### config.mk
export PLATFORM = sky130hd
export DESIGN_NAME = axi_rd_arbiter
export DESIGN_NICKNAME = d
export VERILOG_FILES = /design/src/rtl/axi_rd_arbiter.sv
export SDC_FILE = /design/constraint.sdc
export NUM_CORES = 1
export LEC_CHECK = 0
export CAP_MARGIN = 40
export CORE_AREA = 4 4 105 107
export CTS_CLUSTER_SIZE = 40
export DETAILED_ROUTE_END_ITERATION = 6
export DIE_AREA = 0 0 109 111
export PLACE_DENSITY = 0.82
export SYNTH_ARGS = -nofsm -noshare
export SYNTH_HDL_FRONTEND = slang
export SYNTH_SLANG_ARGS = --single-unit
### constraint.sdc
create_clock -name clk -period 2.16 [get_ports clk]
set_input_delay 0.324 -clock clk [delete_from_list [all_inputs] [get_ports clk]]
set_output_delay 0.324 -clock clk [all_outputs]
set_load 0.03 [all_outputs]
### src/rtl/axi_rd_arbiter.sv
`default_nettype none
// ============================================================================
// Module   : axi_rd_arbiter
// Brief    : Two-master AXI4 read arbiter (m0 = icache, m1 = LSU), one burst
//            outstanding. ARB_ROUND_ROBIN_EN selects round-robin; default is
//            fixed m0 priority.
// Revision : 1.0
// ============================================================================
module axi_rd_arbiter #(
   parameter int ADDR_WIDTH = 32,
   parameter int DATA_WIDTH = 32,
   parameter int ID_WIDTH   = 4
) (
   input  logic                  clk,
   input  logic                  rst,
   input  logic                  m0_arvalid,
   output logic                  m0_arready,
   input  logic [ADDR_WIDTH-1:0] m0_araddr,
   input  logic [ID_WIDTH-1:0]   m0_arid,
   input  logic [7:0]            m0_arlen,
   input  logic [2:0]            m0_arsize,
   input  logic [1:0]            m0_arburst,
   input  logic                  m0_rready,
   output logic                  m0_rvalid,
   output logic [1:0]            m0_rresp,
   output logic [DATA_WIDTH-1:0] m0_rdata,
   output logic                  m0_rlast,
   output logic [ID_WIDTH-1:0]   m0_rid,
   input  logic                  m1_arvalid,
   output logic                  m1_arready,
   input  logic [ADDR_WIDTH-1:0] m1_araddr,
   input  logic [ID_WIDTH-1:0]   m1_arid,
   input  logic [7:0]            m1_arlen,
   input  logic [2:0]            m1_arsize,
   input  logic [1:0]            m1_arburst,
   input  logic                  m1_rready,
   output logic                  m1_rvalid,
   output logic [1:0]            m1_rresp,
   output logic [DATA_WIDTH-1:0] m1_rdata,
   output logic                  m1_rlast,
   output logic [ID_WIDTH-1:0]   m1_rid,
   output logic                  s_arvalid,
   input  logic                  s_arready,
   output logic [ADDR_WIDTH-1:0] s_araddr,
   output logic [ID_WIDTH-1:0]   s_arid,
   output logic [7:0]            s_arlen,
   output logic [2:0]            s_arsize,
   output logic [1:0]            s_arburst,
   input  logic                  s_rvalid,
   output logic                  s_rready,
   input  logic [1:0]            s_rresp,
   input  logic [DATA_WIDTH-1:0] s_rdata,
   input  logic                  s_rlast,
   input  logic [ID_WIDTH-1:0]   s_rid
);

   typedef enum logic [1:0] {
      ST_IDLE = 2'd0,
      ST_ADDR = 2'd1,
      ST_DATA = 2'd2
   } state_t;

   state_t r_state;
   logic   r_gnt;
   logic   w_req;
   logic   w_win;
   logic   w_idle;
   logic   w_data;
   logic   w_r0;
   logic   w_r1;

   assign w_req = m0_arvalid | m1_arvalid;

`ifdef ARB_ROUND_ROBIN_EN
   logic r_last;
   assign w_win = (m0_arvalid & m1_arvalid) ? ~r_last : m1_arvalid;
`else
   assign w_win = ~m0_arvalid;
`endif

   // Handshake and data outputs are gated by rst so nothing leaks in the reset cycle
   assign w_idle = (r_state == ST_IDLE) & ~rst;
   assign w_data = (r_state == ST_DATA) & ~rst;

   assign m0_arready = w_idle & m0_arvalid & ~w_win;
   assign m1_arready = w_idle & m1_arvalid &  w_win;

   assign w_r0     = w_data & ~r_gnt;
   assign w_r1     = w_data &  r_gnt;
   assign s_rready = w_data & (r_gnt ? m1_rready : m0_rready);

   assign m0_rvalid = w_r0 & s_rvalid;
   assign m0_rresp  = w_r0 ? s_rresp : 2'b00;
   assign m0_rdata  = w_r0 ? s_rdata : '0;
   assign m0_rlast  = w_r0 & s_rlast;
   assign m0_rid    = w_r0 ? s_rid : '0;

   assign m1_rvalid = w_r1 & s_rvalid;
   assign m1_rresp  = w_r1 ? s_rresp : 2'b00;
   assign m1_rdata  = w_r1 ? s_rdata : '0;
   assign m1_rlast  = w_r1 & s_rlast;
   assign m1_rid    = w_r1 ? s_rid : '0;

   always_ff @(posedge clk) begin
      if (rst) begin
         r_state   <= ST_IDLE;
         r_gnt     <= 1'b0;
         s_arvalid <= 1'b0;
         s_araddr  <= '0;
         s_arid    <= '0;
         s_arlen   <= 8'd0;
         s_arsize  <= 3'd0;
         s_arburst <= 2'd0;
`ifdef ARB_ROUND_ROBIN_EN
         r_last    <= 1'b1;
`endif
      end else begin
         case (r_state)
            ST_IDLE: begin
               if (w_req) begin
                  r_gnt     <= w_win;
                  s_arvalid <= 1'b1;
                  s_araddr  <= w_win ? m1_araddr  : m0_araddr;
                  s_arid    <= w_win ? m1_arid    : m0_arid;
                  s_arlen   <= w_win ? m1_arlen   : m0_arlen;
                  s_arsize  <= w_win ? m1_arsize  : m0_arsize;
                  s_arburst <= w_win ? m1_arburst : m0_arburst;
`ifdef ARB_ROUND_ROBIN_EN
                  r_last    <= w_win;
`endif
                  r_state   <= ST_ADDR;
               end
            end
            ST_ADDR: begin
               if (s_arready) begin
                  s_arvalid <= 1'b0;
                  r_state   <= ST_DATA;
               end
            end
            ST_DATA: begin
               // Only the slave's rlast ends the burst; beats are not counted
               if (s_rvalid & s_rready & s_rlast)
                  r_state <= ST_IDLE;
            end
            default: r_state <= ST_IDLE;
         endcase
      end
   end

endmodule
`default_nettype wire

==> results of run 1 <==
cell usage after synthesis, types with 3 or more instances:
cell	number	area share, %
a211oi_1	40	10
a211oi_2	10	4.1
a21oi_1	53	8.8
and2_1	81	17
buf_2	3	0.50
buf_6	3	1.1
clkbuf_1	29	3.6
dfxtp_1	53	35
mux2i_1	50	17
nand2_1	4	0.50
nor2_1	5	0.62
through the flow:
step	std cells	power, mW	util, %
after CTS	734	3.02	58.1
after detailed placement	727	2.48	57.2
after floorplan	341	1.83	-
after global placement	727	2.46	57.2
final	741	3.00	60.0
after global routing	741	3.15	60.0
repair_timing:
action / CTS / global route
setup endpoints to repair: 54 / 67
buffers inserted: 0 / 2
gates cloned: 0 / 5
pin swaps: 0 / 1
gates resized for setup: 3 / 19
final cells by class:
| cell class | count | area (µm²) |
|---|---|---|
| fill | 862 | 4060 |
| timing repair buffer | 294 | 2930 |
| sequential | 53 | 1070 |
| clock buffer | 6 | 72.6 |
| inverter | 1 | 3.75 |
| tap | 136 | 170 |
| clock inverter | 1 | 8.76 |
| multi-input combinational | 250 | 1830 |
logic make-up (layout without fill, tap and decap cells):
group,Yosys count,after routing,share of synthesized area (%)
AOI/OAI and AO/OA,104,104,23.1
and+or+nand+nor,96,96,19.5
DFF,53,53,35.2
muxes,50,50,16.6
buffers and inverters,38,302,5.64
layer usage:
layer / global-route usage [%] / vias up
li1: - / 1738
met1: 18.9 / 1679
met2: 38.1 / 189
met3: 6.70 / 27
met4: 7.41 / 2
met5: 0 / -
report_power, final:
group	internal [mW]	switching (mW)
Combinational	0.634	0.661
Sequential	1.10	0.0714
Clock	0.225	0.309
state kept, by name, summed over array words and instances, names as in the netlist:
| name | cells |
|---|---|
| s_araddr | 32 |
| s_arlen | 8 |
| s_arid | 4 |
| s_arsize | 3 |
| r_state | 2 |
| s_arburst | 2 |
| r_gnt | 1 |
| s_arvalid | 1 |
worst paths after layout:
check | depth (start not counted) | to | startpoint | slack (ns)
setup / recovery | 6 | m1_rdata[23] | r_state[1] | 0.02
hold / removal | 2 | s_arvalid | s_arvalid | 0.46
setup reg to reg | 4 | s_araddr[15] | r_state[0] | 0.79
hold reg to reg | 2 | s_arvalid | s_arvalid | 0.46
critical path, cell delays in order (launching register included):
cell and delay, ns:
dfxtp_4 0.38, or3b_4 0.43, nor2_4 0.14, buf_12 0.14, clkbuf_16 0.15, and2_1 0.15
buf_6 0.13
==> impl_metrics.env, run 1 <==
export IMPL_status="complete, no violations"
export IMPL_clk_path_buf_depth=2
export IMPL_top_layer_used="met5"
export IMPL_postLayoutSetupSlackWorst_ns=0.0214
export IMPL_gr_total_overflow=0
export IMPL_crit_required_ns=1.84
export IMPL_maxSlewViolCount=0
export IMPL_worstMarginPinSlew_ns=0.662
export IMPL_cts_tree="built"
export IMPL_final_layout_size_suffix_gt1_share_pct=21.7
export IMPL_num_rows=37
export IMPL_post_place_ws_ns=0.203
export IMPL_grt_max_degree=56
export IMPL_vias=3635
export IMPL_wirelength_mm=13.6
export IMPL_syn_area_per_cell_um2=8.84
export IMPL_place_area_mm2=0.00580
export IMPL_whs_ns=0.463
export IMPL_holdCritPathClass="flip-flop to flip-flop"
export IMPL_globalplace_congestion=0.771
export IMPL_critPathMaxFanout=9
export IMPL_hold_violations=0
export IMPL_initial_core_util_pct=29.7
export IMPL_ys_flop_type="dfxtp_1"
export IMPL_grt_pass1_wl_mm=18.9
export IMPL_min_period_ns=2.14
export IMPL_clock_sinks=53
export IMPL_cts_buffers_inserted=5
export IMPL_syn_inst=341
export IMPL_final_cell_mix="clkdlybuf4s50_1 (192), and2_1 (77), buf_4 (71), a21oi_1 (53), dfxtp_1 (51)"
export IMPL_fin_skew_ns=0.0135
export IMPL_diodes=0
export IMPL_dr_wl_met3_mm=1.42
export IMPL_syn_nets=486
export IMPL_slew_headroom_pct=55.9
export IMPL_final_cell_area_mm2=0.00608
export IMPL_wl_per_cell_um=18.4
export IMPL_drt_iter0_drc=144
export IMPL_hold_buffers=0
export IMPL_drc=0
export IMPL_clk_latency_ns=0.30
export IMPL_synth_edf_count=0
export IMPL_cp_start_kind="flip-flop"
export IMPL_root_buffer="clkbuf_8"
export IMPL_path_clk_slew_ns=0.08
export IMPL_met2WireLength_mm=7.44
export IMPL_firstDrtPassIters=4
export IMPL_ir_drop_mv=0.336
export IMPL_synth_cell_types=21
export IMPL_drt_met1_wl_mm=4.37
export IMPL_grtUsageTotal_pct=19.9
export IMPL_cp_end_kind="output pin"
export IMPL_seq_area_frac_synth_pct=35.2
export IMPL_synthesis_area_mm2=0.00302
export IMPL_power_density_mw_per_mm2=493
export IMPL_dieArea_mm2=0.0121
export IMPL_layout_area_overhead_vs_synth_pct=102
export IMPL_power_leakage_nw=2.55
export IMPL_final_common_cell="clkdlybuf4s50_1"
export IMPL_port_buffers=277
export IMPL_worstSetupPathType="flip-flop to output pin"
export IMPL_vias_per_cell=4.91
export IMPL_synth_warnings=0
export IMPL_htreeDepth=2
export IMPL_synth_seq_cells=53
export IMPL_num_io_pins=278
export IMPL_dp_hpwl_mm=10.6
export IMPL_fin_crit_sh_pct=99.0
export IMPL_cp_arrival_ns=1.81
export IMPL_ys_async_sr_fraction_pct=0
export IMPL_finalSetupTns_ns=0
export IMPL_setup_viol=0
export IMPL_nets=750
export IMPL_antenna_found_initial=1
export IMPL_coreArea_mm2=0.0101
export IMPL_max_freq_mhz=468
export IMPL_cap_violations=0
export IMPL_first_global_vias=3579
export IMPL_die_w_um=109
export IMPL_die_y_um=111
export IMPL_postRouteAntennaNets=0
No activity file was read; power rests on OpenSTA's default activity.
==> run 2: changes to the inputs <==
--- a/config.mk
+++ b/config.mk
@@ -6,4 +6,5 @@
 export NUM_CORES = 1
 export LEC_CHECK = 0
+export ABC_CLOCK_PERIOD_IN_PS = 2160
 export CAP_MARGIN = 40
 export CORE_AREA = 4 4 105 107
==> constraint.sdc (replaced) <==
create_clock -name clk -period 2.16 [get_ports clk]
set_input_delay 0.324 -clock clk [delete_from_list [all_inputs] [get_ports clk]]
set_output_delay 0.324 -clock clk [all_outputs]
set_load 0.02 [all_outputs]
==> impl_metrics.env, run 2 (synthesis results as in run 1) <==
export IMPL_status="complete, no violations"
export IMPL_drc=0
export IMPL_wirelength_mm=13.1
export IMPL_cts_buffers_inserted=5
export IMPL_r2r_start="r_state[0]"
export IMPL_critPathMaxFanout=40
export IMPL_hold_violations=0
export IMPL_path_clk_slew_ns=0.09
export IMPL_dieArea_mm2=0.0121
export IMPL_crit_required_ns=1.84
export IMPL_clock_sinks=53
export IMPL_worstMarginPinSlew_ns=0.747
export IMPL_port_buffers=277
export IMPL_layout_cells_non_filler=742
export IMPL_die_w_um=109
export IMPL_power_density_mw_per_mm2=483
export IMPL_globalplace_congestion=0.829
export IMPL_reg2regPathDepth=6
export IMPL_firstDrtPassIters=4
export IMPL_gr_total_overflow=0
export IMPL_cp_end_kind="output pin"
export IMPL_slew_headroom_pct=50.2
export IMPL_die_y_um=111
export IMPL_grt_max_degree=54
export IMPL_fin_skew_ns=0.00973
export IMPL_regMostFlops="s_araddr"
export IMPL_hold_buffers=0
export IMPL_wl_per_cell_um=17.6
export IMPL_dp_hpwl_mm=10.3
export IMPL_clk_latency_ns=0.30
export IMPL_power_leakage_nw=2.40
export IMPL_maxSlewViolCount=0
export IMPL_root_buffer="clkbuf_8"
export IMPL_min_path_cells=2
export IMPL_whs_ns=0.462
export IMPL_layout_area_overhead_vs_synth_pct=97.8
export IMPL_hold_path_end="s_arvalid"
export IMPL_placed_cells=729
export IMPL_final_layout_size_suffix_gt1_share_pct=19.3
export IMPL_setup_viol=0
export IMPL_nets=745
export IMPL_cap_violations=0
export IMPL_min_period_ns=2.13
export IMPL_postRouteAntennaNets=0
export IMPL_setup_worst_path_start="r_state[1]"
export IMPL_cp_arrival_ns=1.80
export IMPL_clk_path_buf_depth=2
export IMPL_antenna_found_initial=4
export IMPL_holdCritPathClass="flip-flop to flip-flop"
export IMPL_grtUsageTotal_pct=20.2
export IMPL_initial_core_util_pct=29.7
export IMPL_num_io_pins=278
export IMPL_largest_reg_flops=32
export IMPL_drt_iter0_drc=138
export IMPL_worstReg2RegEnd="s_araddr[16]"
export IMPL_worstSetupPathType="flip-flop to output pin"
export IMPL_ir_drop_mv=0.298
export IMPL_vias=3525
export IMPL_num_rows=37
export IMPL_top_regs="s_araddr: 32 flops, s_arlen: 8 flops, s_arid: 4 flops"
export IMPL_final_common_cell="clkdlybuf4s50_1"
export IMPL_rsz0062_at_grt="true"
export IMPL_grt_pass1_wl_mm=19.4
export IMPL_htreeDepth=2
export IMPL_cts_tree="built"
export IMPL_final_cell_mix="clkdlybuf4s50_1 (192), and2_1 (80), clkdlybuf4s15_2 (56), a21oi_1 (53), dfxtp_1 (53)"
export IMPL_r2r_slack_ns=0.26
export IMPL_cp_start_kind="flip-flop"
export IMPL_max_freq_mhz=470
export IMPL_coreArea_mm2=0.0101
export IMPL_first_global_vias=3683
export IMPL_fillCellCount=894
export IMPL_fin_crit_sh_pct=98.6
export IMPL_vias_per_cell=4.75
export IMPL_hp_start="s_arvalid"
==> run 2: layer usage <==
layer / track usage, % / share of wire [%] / up-vias
met5: 0 / 0 / -
met4: 8.67 / 2.9 / 0
met3: 5.53 / 9.4 / 22
met2: 38.4 / 53 / 175
met1: 19.8 / 35 / 1600
li1: - / - / 1728
==> run 2: worst max path at each step <==
stage                        end
CTS                   m0_arready
detailed placement  m1_rdata[19]
global route        m1_rdata[14]
finish              m1_rdata[14]
floorplan             m1_arready
global placement    m1_rdata[24]
==> run 2: area by class of cell <==
type | count | area, µm² | area share [%]
Multi-Input combinational cell | 250 | 1800 | 30.2
Sequential cell | 53 | 1060 | 17.8
Clock buffer | 7 | 76.3 | 1.28
Antenna cell | 5 | 12.5 | 0.210
Clock inverter | 1 | 7.51 | 0.126
Timing Repair Buffer | 289 | 2830 | 47.5
Inverter | 1 | 3.75 | 0.0629
Tap cell | 136 | 170 | 2.85
==> run 2: timing repair <==
action | CTS | global route
gates cloned | 0 | 0
buffers inserted | 0 | 0
resized for setup | 245 | 25
setup endpoints to repair | 80 | 81
==> run 2: metrics by stage <==
| stage | utilization [%] | setup TNS (ns) | worst slack (ns) | instance area, µm² | power, mW |
|---|---|---|---|---|---|
| final | 58.8 | 0 | 0.0313 | 5960 | 2.88 |
| after global routing | 58.8 | -1.39 | -0.0488 | 5960 | 3.05 |
| after CTS | 60.1 | 0 | 0.0192 | 6090 | 2.92 |
| after detailed placement | 58.3 | -10.27 | -0.197 | 5910 | 2.37 |
| after global placement | 58.3 | -7.88 | -0.156 | 5910 | 2.35 |
| after floorplan | - | 0 | 0.200 | 3020 | 1.73 |
==> run 2: worst max-delay path, stage by stage, from the launching register on <==
cell and delay (ns):
dfxtp_1 0.34, or3b_4 0.41, nor2_2 0.15, buf_12 0.19, and2_1 0.16, clkdlybuf4s15_2 0.26
==> run 2: power breakdown <==
| part | leakage (nW) | internal (mW) | switching [mW] |
|---|---|---|---|
| logic | 1.92 | 0.618 | 0.552 |
| clock network | 0.0385 | 0.230 | 0.316 |
| registers | 0.441 | 1.10 | 0.0647 |
| total | 2.40 | 1.95 | 0.933 |
